===== src/rtl/id_ex_stage_r0_pkg.sv =====
// rtl/id_ex_stage_r0_pkg.sv - shared ALU opcodes and control bundle for the pipeline stages
package id_ex_stage_r0_pkg;

   localparam int ALU_OP_WIDTH = 4;

   localparam logic [ALU_OP_WIDTH-1:0] ALU_ADD = 4'd0;
   localparam logic [ALU_OP_WIDTH-1:0] ALU_SUB = 4'd1;
   localparam logic [ALU_OP_WIDTH-1:0] ALU_AND = 4'd2;
   localparam logic [ALU_OP_WIDTH-1:0] ALU_OR  = 4'd3;
   localparam logic [ALU_OP_WIDTH-1:0] ALU_XOR = 4'd4;
   localparam logic [ALU_OP_WIDTH-1:0] ALU_SLT = 4'd5;
   localparam logic [ALU_OP_WIDTH-1:0] ALU_SLL = 4'd6;
   localparam logic [ALU_OP_WIDTH-1:0] ALU_SRL = 4'd7;

   // Control bits carried from ID into EX, in the field order every stage uses.
   typedef struct packed {
      logic alu_src;
      logic mem_read;
      logic mem_write;
      logic write_reg;
      logic mem_to_reg;
   } ctrl_t;

   localparam ctrl_t CTRL_NOP = '0;

   // An empty slot must never carry live control bits.
   function automatic ctrl_t ctrl_gate(input ctrl_t c, input logic valid);
      return valid ? c : CTRL_NOP;
   endfunction

endpackage


===== src/rtl/load_use_detect_r0.sv =====
// rtl/load_use_detect_r0.sv - combinational load-use hazard detect between EX and ID
module load_use_detect_r0 #(
   parameter int REG_ADDR_WIDTH = 5
) (
   input  logic                      ex_valid,
   input  logic                      ex_mem_read,
   input  logic [REG_ADDR_WIDTH-1:0] ex_reg_to_write,
   input  logic                      id_valid,
   input  logic [REG_ADDR_WIDTH-1:0] id_rs,
   input  logic [REG_ADDR_WIDTH-1:0] id_rt,
   input  logic                      id_uses_rt,
   output logic                      hz
);

   logic ex_is_load;
   logic rs_match;
   logic rt_match;

   // A load into r0 produces nothing to forward, so it can never be a hazard source.
   always_comb begin
      ex_is_load = ex_valid & ex_mem_read & (ex_reg_to_write != '0);
      rs_match   = (ex_reg_to_write == id_rs);
      rt_match   = id_uses_rt & (ex_reg_to_write == id_rt);
      hz         = ex_is_load & id_valid & (rs_match | rt_match);
   end

endmodule


===== src/rtl/id_ex_stage_r0.sv =====
// rtl/id_ex_stage_r0.sv - ID/EX pipeline register with load-use stall and bubble insertion
module id_ex_stage_r0 #(
   parameter int BIT_WIDTH      = 32,
   parameter int REG_ADDR_WIDTH = 5,
   parameter int ALU_OP_WIDTH   = id_ex_stage_r0_pkg::ALU_OP_WIDTH,
   parameter int CNT_WIDTH      = 16
) (
   input  logic                      clk,
   input  logic                      rst,
   input  logic                      id_valid,
   input  logic [REG_ADDR_WIDTH-1:0] id_rs,
   input  logic [REG_ADDR_WIDTH-1:0] id_rt,
   input  logic [REG_ADDR_WIDTH-1:0] id_rd,
   input  logic                      id_usesRt,
   input  logic [BIT_WIDTH-1:0]      id_rsData,
   input  logic [BIT_WIDTH-1:0]      id_rtData,
   input  logic [BIT_WIDTH-1:0]      id_imm,
   input  logic [ALU_OP_WIDTH-1:0]   id_aluOp,
   input  logic                      id_aluSrc,
   input  logic                      id_regDst,
   input  logic                      id_memRead,
   input  logic                      id_memWrite,
   input  logic                      id_writeReg,
   input  logic                      id_memToReg,
   input  logic                      flush,
   output logic                      stall,
   output logic                      ex_valid,
   output logic [REG_ADDR_WIDTH-1:0] ex_rs,
   output logic [REG_ADDR_WIDTH-1:0] ex_rt,
   output logic [REG_ADDR_WIDTH-1:0] ex_regToWrite,
   output logic [BIT_WIDTH-1:0]      ex_rsData,
   output logic [BIT_WIDTH-1:0]      ex_rtData,
   output logic [BIT_WIDTH-1:0]      ex_imm,
   output logic [ALU_OP_WIDTH-1:0]   ex_aluOp,
   output logic                      ex_aluSrc,
   output logic                      ex_memRead,
   output logic                      ex_memWrite,
   output logic                      ex_writeReg,
   output logic                      ex_memToReg,
   output logic [CNT_WIDTH-1:0]      stall_count
);

   import id_ex_stage_r0_pkg::*;

   logic  hz;
   logic  bubble;
   ctrl_t id_ctrl;
   ctrl_t ex_ctrl;

   load_use_detect_r0 #(
      .REG_ADDR_WIDTH (REG_ADDR_WIDTH)
   ) u_detect (
      .ex_valid        (ex_valid),
      .ex_mem_read     (ex_ctrl.mem_read),
      .ex_reg_to_write (ex_regToWrite),
      .id_valid        (id_valid),
      .id_rs           (id_rs),
      .id_rt           (id_rt),
      .id_uses_rt      (id_usesRt),
      .hz              (hz)
   );

   // A flush kills the ID instruction outright, so it also suppresses the stall.
   always_comb begin
      stall             = hz & ~flush;
      bubble            = hz | flush;
      id_ctrl.alu_src    = id_aluSrc;
      id_ctrl.mem_read   = id_memRead;
      id_ctrl.mem_write  = id_memWrite;
      id_ctrl.write_reg  = id_writeReg;
      id_ctrl.mem_to_reg = id_memToReg;
   end

   // Pipeline register: bubble on flush/hazard, otherwise capture ID with control gated by id_valid.
   always_ff @(posedge clk or negedge rst) begin
      if (!rst) begin
         ex_valid      <= 1'b0;
         ex_rs         <= '0;
         ex_rt         <= '0;
         ex_regToWrite <= '0;
         ex_rsData     <= '0;
         ex_rtData     <= '0;
         ex_imm        <= '0;
         ex_aluOp      <= '0;
         ex_ctrl       <= CTRL_NOP;
      end else if (bubble) begin
         ex_valid      <= 1'b0;
         ex_rs         <= '0;
         ex_rt         <= '0;
         ex_regToWrite <= '0;
         ex_rsData     <= '0;
         ex_rtData     <= '0;
         ex_imm        <= '0;
         ex_aluOp      <= '0;
         ex_ctrl       <= CTRL_NOP;
      end else begin
         ex_valid      <= id_valid;
         ex_rs         <= id_rs;
         ex_rt         <= id_rt;
         ex_regToWrite <= id_regDst ? id_rd : id_rt;
         ex_rsData     <= id_rsData;
         ex_rtData     <= id_rtData;
         ex_imm        <= id_imm;
         ex_aluOp      <= id_valid ? id_aluOp : '0;
         ex_ctrl       <= ctrl_gate(id_ctrl, id_valid);
      end
   end

   // Count inserted load-use bubbles, holding at all-ones rather than wrapping.
   always_ff @(posedge clk or negedge rst) begin
      if (!rst) begin
         stall_count <= '0;
      end else if (stall && (stall_count != '1)) begin
         stall_count <= stall_count + 1'b1;
      end
   end

   // Unpack the registered control bundle onto the EX-facing ports.
   always_comb begin
      ex_aluSrc   = ex_ctrl.alu_src;
      ex_memRead  = ex_ctrl.mem_read;
      ex_memWrite = ex_ctrl.mem_write;
      ex_writeReg = ex_ctrl.write_reg;
      ex_memToReg = ex_ctrl.mem_to_reg;
   end

endmodule

===== config.mk =====
export PLATFORM = sky130hd
export DESIGN_NAME = id_ex_stage_r0
export DESIGN_NICKNAME = d
export VERILOG_FILES = /design/src/rtl/id_ex_stage_r0_pkg.sv /design/src/rtl/load_use_detect_r0.sv /design/src/rtl/id_ex_stage_r0.sv
export SDC_FILE = /design/constraint.sdc
export NUM_CORES = 1
export LEC_CHECK = 0
export ABC_CLOCK_PERIOD_IN_PS = 2500
export CAP_MARGIN = 40
export CORE_MARGIN = 8
export CORE_UTILIZATION = 39
export CTS_CLUSTER_DIAMETER = 30
export DETAILED_ROUTE_END_ITERATION = 7
export PLACE_DENSITY_LB_ADDON = 0.2
export SLEW_MARGIN = 20
export SYNTH_ARGS = -nofsm -noshare
export SYNTH_HDL_FRONTEND = slang
export SYNTH_SLANG_ARGS = --single-unit

===== constraint.sdc =====
create_clock -name clk -period 2.5 [get_ports clk]
set_input_delay 0.25 -clock clk [delete_from_list [all_inputs] [get_ports clk]]
set_output_delay 0.25 -clock clk [all_outputs]
set_load 0.02 [all_outputs]

# Word-level counts from Yosys, hierarchy flattened
# Index checks and enable logic that the tools add are counted.
dict set report word_totals {
  register_bits 137
  latch_bits 0
  mem_bits_rw 0
  mem_bits_ro 0
  inputBits 126
  out_inout_bits 138
  word_cells 41
  memories 0
}
dict set report op_classes {
  addsub 1
  n_mul 0
  n_div 0
  magnitude_cmp 0
  eq_ne 3
  shifts 0
  muxes 12
  bitwise 9
  reduce_logical 2
}
# cell count
set op_table {}
lappend op_table {{2-to-1 mux 32 bit} 3}
lappend op_table {{2-to-1 mux 5 bit} 6}
lappend op_table {{adder 16 x 1 -> 16 bit, second input constant} 1}
lappend op_table {{!= test 16 bit, second input constant} 1}
lappend op_table {{== test 5 bit} 2}
lappend op_table {{2-to-1 mux 4 bit} 2}
lappend op_table {{AND 1 bit} 6}
lappend op_table {{nonzero test 5 bit} 1}
lappend op_table {{bitwise OR 1 bit} 2}
lappend op_table {{logical AND 1 bit} 1}
lappend op_table {{2-to-1 mux 1 bit} 1}
lappend op_table {{NOT 1 bit} 1}

# Logic depth before layout (Yosys ltp)
# Gate-level depths: netlist of run 1.
dict set report logic_depth {
  ltp_word 6
  depth_mapped 7
  ltp_nobuf 6
}

# Hierarchy
# From an unflattened synthesis of run 1, not the netlist that was laid out.
dict set report unflattened {
  cells_unflattened 351
  hier_area_um2 4812.1
}
# module instances cells_per_inst area_each_um2 seq_area_each_um2
set modules_own_cells {}
lappend modules_own_cells {id_ex_stage_r0 1 334 4682.0 3428.3}
lappend modules_own_cells {load_use_detect_r0 1 17 130.1 0.0}

# Least setup slack after synthesis of run 1
# Ideal clock, no wire load.
dict set report synth_timing {
  kind {flip-flop to flip-flop}
  startpoint {register stall_count[11]}
  endpoint {register stall_count[1]}
  setup_time_ns 0.125
  arrival_ns 1.841
  required_time_ns 2.375
  path_slack_ns 0.535
  path_stages_with_launch 7
  n_path_buf 1
  synth_period_minus_slack_ns 1.965
  path_cell_list {dfrtp_1 and4_1 and3_1 a211o_1 buf_4 nor2_1 mux2_2}
}
dict set report synth_between {
  elab_chain_cells 2
}
# item line_no
set synth_lines {}
lappend synth_lines {{start, declared} id_ex_stage_r0.sv:40} ;# output logic [CNT_WIDTH-1:0] stall_count
lappend synth_lines {{start signal, assigned} id_ex_stage_r0.sv:114} ;# stall_count <= stall_count + 1'b1;
lappend synth_lines {{!= test 16 bit} id_ex_stage_r0.sv:113} ;# end else if (stall && (stall_count != '1)) begin
lappend synth_lines {{logical AND 1 bit} id_ex_stage_r0.sv:113}
# Every way passes these cells.
# A chain may end at the register's enable or synchronous reset.

# Final worst setup path of run 1
dict set report layout_timing {
  startpoint {register ex_regToWrite[1]}
  endpoint {output port stall}
}
dict set report layout_between {
  elab_chain_cells 5
  elab_cells_between_ends 9
  classes_between {eq/ne (2); bitwise (6); reduce/logical (1)}
}
# item line_no
set layout_lines {}
lappend layout_lines {{start, declared} id_ex_stage_r0.sv:30} ;# output logic [REG_ADDR_WIDTH-1:0] ex_regToWrite,
lappend layout_lines {{start signal, assigned} id_ex_stage_r0.sv:100} ;# ex_regToWrite <= id_regDst ? id_rd : id_rt;
lappend layout_lines {{== test 5 bit / nonzero test 5 bit (equally long branches)} {load_use_detect_r0.sv:23, load_use_detect_r0.sv:21}}
lappend layout_lines {{AND 1 bit, on equally long branches} {load_use_detect_r0.sv:23, load_use_detect_r0.sv:21}}
lappend layout_lines {{bitwise OR 1 bit / AND 1 bit (equally long branches)} load_use_detect_r0.sv:24} ;# hz = ex_is_load & id_valid & (rs_match | rt_match);
lappend layout_lines {{AND 1 bit *} load_use_detect_r0.sv:24}
lappend layout_lines {{AND 1 bit *} id_ex_stage_r0.sv:65} ;# stall = hz & ~flush;
lappend layout_lines {{end, declared} id_ex_stage_r0.sv:26} ;# output logic stall,
# Every way passes the cells marked *; elsewhere a longest branch is shown, timed or not.

==> out/metrics.cfg, run 1 <==
[status]
status = completed

[finish]
nNetsFinal = 763
diodes = 0
utilization = 0.668
multiInputGateArea_um2 = 1380
seqCellArea_um2 = 3430
nFillCells = 971
syn_to_final_growth_pct = 69.4
drive_above_1_share = 0.0679

[die]
die_h_um = 128
start_util = 0.394
die-area_um2 = 16500
fp.coreArea_um2 = 12500
die_w_um = 128
core.rowCount = 41
io_pins = 264

[placed_design]
dp_hpwl_mm = 11.7
numPortBuffers = 263
gp_congestion = 0.821

[global_route]
grt_pass1_wl_mm = 22.9
grt_usage = 0.187
antenna_found_initial = 0
grt_overflow = 0
grt_start_max_net_pins = 80
grt_pass1_vias = 3914

[setup_path]
crit_path_max_incr_delay_ps = 440
crit_chain = xnor2_1 > nand4_1 > o22a_1 > nor3_1 > dlygate4sd2_1
cp.required_ps = 2250
worstPathArrival_ps = 2060
critPathKind = register to output pin
worstSetupStartpointType = register
worstSetupEndpointType = output pin
cpMaxStageDelayCell = dfrtp_1
cp_max_fo = 4

[flow_run]
max_cap_violations = 0

[synthesis]
synth_area_um2 = 4920
synth_top_area_share = 0.697
ys_types = 35
muxShareOfSynthArea = 0.0171
syn_nets = 488
synth_compound_area_frac = 0.0150
synth-simple-area-share = 0.205
synth-async-reset-ratio = 1.00
synth_top_area_cell = dfrtp_1
synth_edf_count = 0
synth_top_family_by_area = simple AND/OR/NAND/NOR gates
ys.flop_type = dfrtp_1
synth_xor_area_frac = 0.0410
synthAdderAreaFrac = 0.00255
yosysSeqAreaShare = 0.697
yosys_warnings = 0
syn-instance-count = 361
synth_seq_cells = 137
synth_area_per_cell_um2 = 13.6
synth_area_leaders = dfrtp_1 70%, and2_1 14%, xnor2_1 2.3%

[pwr]
powerDensity_nw_per_um2 = 661
vdd_drop_max_v = 0.000371
leakagePower_nw = 3.72

[clocking]
cts-root-buf = clkbuf_16
insertion_delay_ps = 410
postCtsSetupBuffers = 0
cts_htree_levels = 4
cts_tree = yes
clk_pin_slew_ps = 60
cts-buffers-inserted = 17
cts.sinks = 137
clockBufferDepth = 2

[routing]
drt-pass1-iter-count = 4
route.detailed.drc = 0
wl_met2_mm = 7.41
drt_iter0_drc = 228
wl_met1_mm = 5.79
top_layer = met4
met3RoutedLength_mm = 1.44
wirelength_mm = 15.1
ant_nets = 0
wire_per_inst_um = 18.4
viasPerCell = 4.51
vias = 3701

[timing]
period_share = 0.922
finalMaxSlewViolations = 0
setup_tns_ps = 0
worst_pin_slew_ps = 576
holdWs_ps = 378
skew_ps = 7.08
fmaxAchievable_mhz = 434
final_hold_viol_count = 0
fin_crit_ps = 2310
slew_headroom = 0.616
rsz0062_at_grt = false
setup_viol = 0

[min_path]
hp-class = input port to async pin

-- cells by family after synthesis --
family / count (synthesis)
AND/OR/NAND/NOR: 167
AO/OA/AOI/OAI: 8
adder cells (fa/ha/maj): 1
flip-flops: 137
buffers and inverters: 17
multiplexers: 8
XOR/XNOR: 23
-- cell type report --
class                           instances  share of cell area
Clock buffer                           23              0.0574
Clock inverter                          8              0.0114
Inverter                                1            0.000451
Multi-Input combinational cell        207               0.166
Sequential cell                       137               0.412
Tap cell                              172              0.0258
Timing Repair Buffer                  272               0.327
-- per-stage QoR --
stage	setup slack [ps]	instance area (um2)	instances	power [mW]
floorplan	535	4920	361	2.65
global placement	15.7	7750	788	3.13
detailed placement	31.0	7750	788	3.14
CTS	170	8330	820	5.58
global route	49.6	8330	820	5.72
finish	194	8330	820	5.51
-- sequential cells by signal (all words and copies together) (netlist names), 4 cells and up --
| signal | flops |
|---|---|
| ex_imm | 32 |
| ex_rsData | 32 |
| ex_rtData | 32 |
| stall_count | 16 |
| ex_regToWrite | 5 |
| ex_rs | 5 |
| ex_rt | 5 |
| ex_aluOp | 4 |
-- worst paths after layout --
path	start	endpoint	slack [ps]	cells after the start
max	ex_regToWrite[1]$_DFF_PN0_	stall	190	5
min	rst	ex_imm[4]$_DFF_PN0_	380	2
max reg2reg	ex_regToWrite[0]$_DFF_PN0_	ex_aluOp[3]$_DFF_PN0_	480	6
min reg2reg	stall_count[9]$_DFFE_PN0P_	stall_count[9]$_DFFE_PN0P_	500	1
max in group asynchronous	rst	ex_rtData[20]$_DFF_PN0_	1430	3
min in group clk	id_rtData[6]	ex_rtData[6]$_DFF_PN0_	390	2
-- Yosys cell counts (all sizes together) (2+ instances only) --
library cell and count:
clkbuf 9, xnor2 13, mux2i 5, nor2 8, and2 107, nand2b 2
buf 7, and4 3, and3 12, nor3 9, xor2 10, dfrtp 137
nor3b 2, nand4 4, a21oi 3, nand2 7, mux2 3, nand3 7
-- worst max-delay path: cells and delay by family, from the launching register on --
kind	cells	cell delay, ps
AOI/OAI and AO/OA	1	230
xor gates and xnor gates	1	220
buffers and inverters	1	380
DFF	1	440
and+or+nand+nor	2	380
-- placed cells by master, fill, tap and decap left out, types with 2 or more instances in the layout --
| cell | instances |
|---|---|
| a21oi_1 | 2 |
| and2_1 | 107 |
| and3_1 | 12 |
| and4_1 | 3 |
| buf_12 | 2 |
| buf_4 | 6 |
| bufinv_16 | 2 |
| clkbuf_1 | 3 |
| clkbuf_16 | 17 |
| clkbuf_8 | 3 |
| clkdlybuf4s50_1 | 261 |
| clkinv_2 | 4 |
| clkinvlp_4 | 2 |
| dfrtp_1 | 137 |
| mux2_2 | 3 |
| mux2i_1 | 5 |
| nand2_1 | 7 |
| nand2b_1 | 2 |
| nand3_1 | 7 |
| nand4_1 | 4 |
| nor2_1 | 8 |
| nor3_1 | 9 |
| nor3b_1 | 2 |
| xnor2_1 | 13 |
| xor2_1 | 10 |
-- metal layers --
metal / vias up / GRT usage
met3: 35 / 0.0765
met5: - / 0
met1: 1777 / 0.204
met2: 178 / 0.308
li1: 1711 / -
met4: 0 / 0.0916
-- power by group --
| part | switching [mW] | total (mW) | internal (mW) |
|---|---|---|---|
| combinational | 0.325 | 0.740 | 0.416 |
| sequential | 0.0347 | 2.35 | 2.32 |
| clock | 0.879 | 2.41 | 1.53 |
| total | 1.24 | 5.51 | 4.27 |
-- timing repair --
action / 4_1_cts / 5_1_grt
hold buffers: 1 / 0
setup endpoints to repair: 1 / 0
hold endpoints to repair: 59 / 0
resized for setup: 1 / 0
No activity file was read; power rests on OpenSTA's default activity.
==> inputs of run 2 (changes only) <==
- RECOVER_POWER: not set -> 100
- SLEW_MARGIN: 20 -> not set
==> run 2 against run 1 <==
Compared with the run above: the flow now finishes with violations (max-capacitance violations, max-slew violations); global-route usage unchanged; sequential share of layout area increased by 0.21 points; critical path depth unchanged; worst hold slack improved by 14 ps; setup slack got worse by 5.0 ps; via count decreased by 0.49%; non-clock buffer count unchanged; combinational power decreased by 6.5%; core utilization decreased by 0.33 points; largest cell class unchanged; largest power group unchanged.
==> out/metrics.cfg, run 2 (synthesis gave the netlist of run 1 again) <==
[global_route]
grt_usage = 0.187  ; unchanged
grt_pass1_vias = 3914  ; unchanged
antenna_found_initial = 0  ; unchanged
grt_pass1_wl_mm = 22.9  ; unchanged
grt_start_max_net_pins = 80  ; unchanged
grt_overflow = 0  ; unchanged

[setup_path]
worstSetupStartpointType = register  ; unchanged
worstSetupEndpointType = output pin  ; unchanged
worstPathArrival_ps = 2060  ; about the same
ff2ff_setup_slack_ps = 230  ; was 480 ps
r2r_end = ex_rtData[14]$_DFF_PN0_  ; was ex_aluOp[3]$_DFF_PN0_
critPathKind = register to output pin  ; unchanged
timing.rr.start = ex_regToWrite[0]$_DFF_PN0_  ; unchanged
cp_max_fo = 4  ; unchanged
cp.required_ps = 2250  ; about the same
worstRegToRegCells = 6  ; unchanged

[clocking]
clk_pin_slew_ps = 50  ; was 60 ps
clockBufferDepth = 2  ; unchanged
cts-buffers-inserted = 17  ; unchanged
postCtsSetupBuffers = 0  ; unchanged
insertion_delay_ps = 410  ; about the same
cts-root-buf = clkbuf_16  ; unchanged
cts.sinks = 137  ; unchanged
cts_htree_levels = 4  ; unchanged
cts_tree = yes  ; unchanged

[pwr]
p_seq_frac = 0.430  ; was 0.427
vdd_drop_max_v = 0.000371  ; about the same
leakagePower_nw = 3.97  ; was 3.72 nW
switching_share = 0.227  ; was 0.225
p_sw_mw = 1.24  ; about the same
powerDensity_nw_per_um2 = 658  ; was 661 nW/um2
pwr-share-comb = 0.127  ; was 0.134
intPower_mw = 4.22  ; was 4.27 mW
clkPwrFrac = 0.443  ; was 0.438

[status]
status = finished with violations  ; was completed
violations = max-capacitance violations, max-slew violations

[timing]
setup_viol = 0  ; unchanged
fmaxAchievable_mhz = 433  ; was 434 MHz
period_share = 0.924  ; was 0.922
worst_pin_slew_ps = 1520  ; was 576 ps
finalMaxSlewViolations = 62  ; was 0
final_hold_viol_count = 0  ; unchanged
setup_tns_ps = 0  ; unchanged
skew_ps = 7.34  ; was 7.08 ps
setup_ws_ps = 189  ; was 194 ps
fin_crit_ps = 2310  ; about the same
rsz0062_at_grt = false  ; unchanged
slew_headroom = -0.0142  ; was 0.616

[placed_design]
numPortBuffers = 263  ; unchanged
gp_congestion = 0.821  ; unchanged
pre_cts_slack_ps = 31.0  ; unchanged
dp_hpwl_mm = 11.7  ; unchanged

[finish]
final_common_cell = dlygate4sd3_1  ; was clkdlybuf4s50_1
mostFrequentLayoutCells = 138 x dlygate4sd3_1, 137 x dfrtp_1, 124 x clkdlybuf4s50_1, 62 x and2_1, 45 x and2_0  ; was 261 x clkdlybuf4s50_1, 137 x dfrtp_1, 107 x and2_1, 17 x clkbuf_16, 13 x xnor2_1
syn_to_final_growth_pct = 68.6  ; was 69.4%
multiInputGateArea_um2 = 1370  ; was 1380 um2
reg_top3 = ex_imm x32, ex_rsData x32, ex_rtData x32  ; unchanged
seqCellArea_um2 = 3430  ; unchanged
nFillCells = 981  ; was 971
nNetsFinal = 763  ; unchanged
diodes = 0  ; unchanged
drive_above_1_share = 0.0617  ; was 0.0679

[routing]
drt_iter0_drc = 150  ; was 228
viasPerCell = 4.49  ; was 4.51
wirelength_mm = 15.0  ; was 15.1 mm
ant_nets = 0  ; unchanged
drt-pass1-iter-count = 4  ; unchanged
wire_per_inst_um = 18.4  ; about the same
route.detailed.drc = 0  ; unchanged
vias = 3683  ; was 3701

[die]
core.rowCount = 41  ; unchanged
io_pins = 264  ; unchanged
fp.coreArea_um2 = 12500  ; unchanged
start_util = 0.394  ; unchanged
die_w_um = 128  ; unchanged
die-area_um2 = 16500  ; unchanged
die_h_um = 128  ; unchanged

[min_path]
min_to = ex_rtData[6]$_DFF_PN0_
hold_start = id_rtData[6]
hold_path_depth = 2
hp-class = input port to register  ; was input port to async pin

[flow_run]
max_cap_violations = 1  ; was 0

run 2: metrics by stage:
step	instance area [um2]	total power [mW]	hold WS, ps	utilization	instances
global placement	7750	3.13	263	0.622	788
CTS	8330	5.58	372	0.668	820
finish	8290	5.46	392	0.665	820
floorplan	4920	2.65	-45.6	-	361
detailed placement	7750	3.14	266	0.622	788
global route	8290	5.67	383	0.665	820
run 2: cell type report:
| class | count | area share |
|---|---|---|
| sequential | 137 | 0.414 |
| clock buffer | 23 | 0.0577 |
| inverter | 1 | 0.000453 |
| timing repair buffer | 272 | 0.326 |
| tap | 172 | 0.0260 |
| clock inverter | 8 | 0.0115 |
| multi-input combinational | 207 | 0.165 |
run 2: critical path, stage by stage, from the launching register on:
cell and delay (ps):
dfrtp_1 440, xnor2_1 220, nand4_1 130, o22a_1 230
nor3_1 250, dlygate4sd2_1 380
run 2: timing repair:
item / CTS / global route
hold buffers: 1 / 0
resized for setup: 1 / 0
hold endpoints to repair: 59 / 0
setup endpoints to repair: 1 / 0
run 2: power groups by stage:
stage                     clock [mW]  sequential, mW  combinational [mW]
after floorplan                    0            2.52               0.126
after global placement             0            2.39               0.742
after detailed placement           0            2.39               0.749
after CTS                       2.47            2.35               0.754
after global routing            2.57            2.35               0.743
final                           2.42            2.35               0.692
run 2: how the worst max path moves through the flow:
| stage | end | depth (start not counted) | start |
|---|---|---|---|
| after global routing | ex_imm[15]$_DFF_PN0_ | 6 | ex_regToWrite[0]$_DFF_PN0_ |
| after global placement | stall | 6 | id_rt[4] |
| final | stall | 5 | ex_regToWrite[1]$_DFF_PN0_ |
| after floorplan | stall_count[1]$_DFFE_PN0P_ | 6 | stall_count[11]$_DFFE_PN0P_ |
| after CTS | stall | 5 | ex_regToWrite[1]$_DFF_PN0_ |
| after detailed placement | stall | 6 | id_rt[4] |
run 2: routing by layer:
layer / global-route usage / wire length (um) / part of all wire
met2: 0.308 / 7450 / 0.50
met1: 0.204 / 5720 / 0.38
met4: 0.0916 / 445 / 0.030
met3: 0.0765 / 1430 / 0.095
met5: 0 / 0 / 0
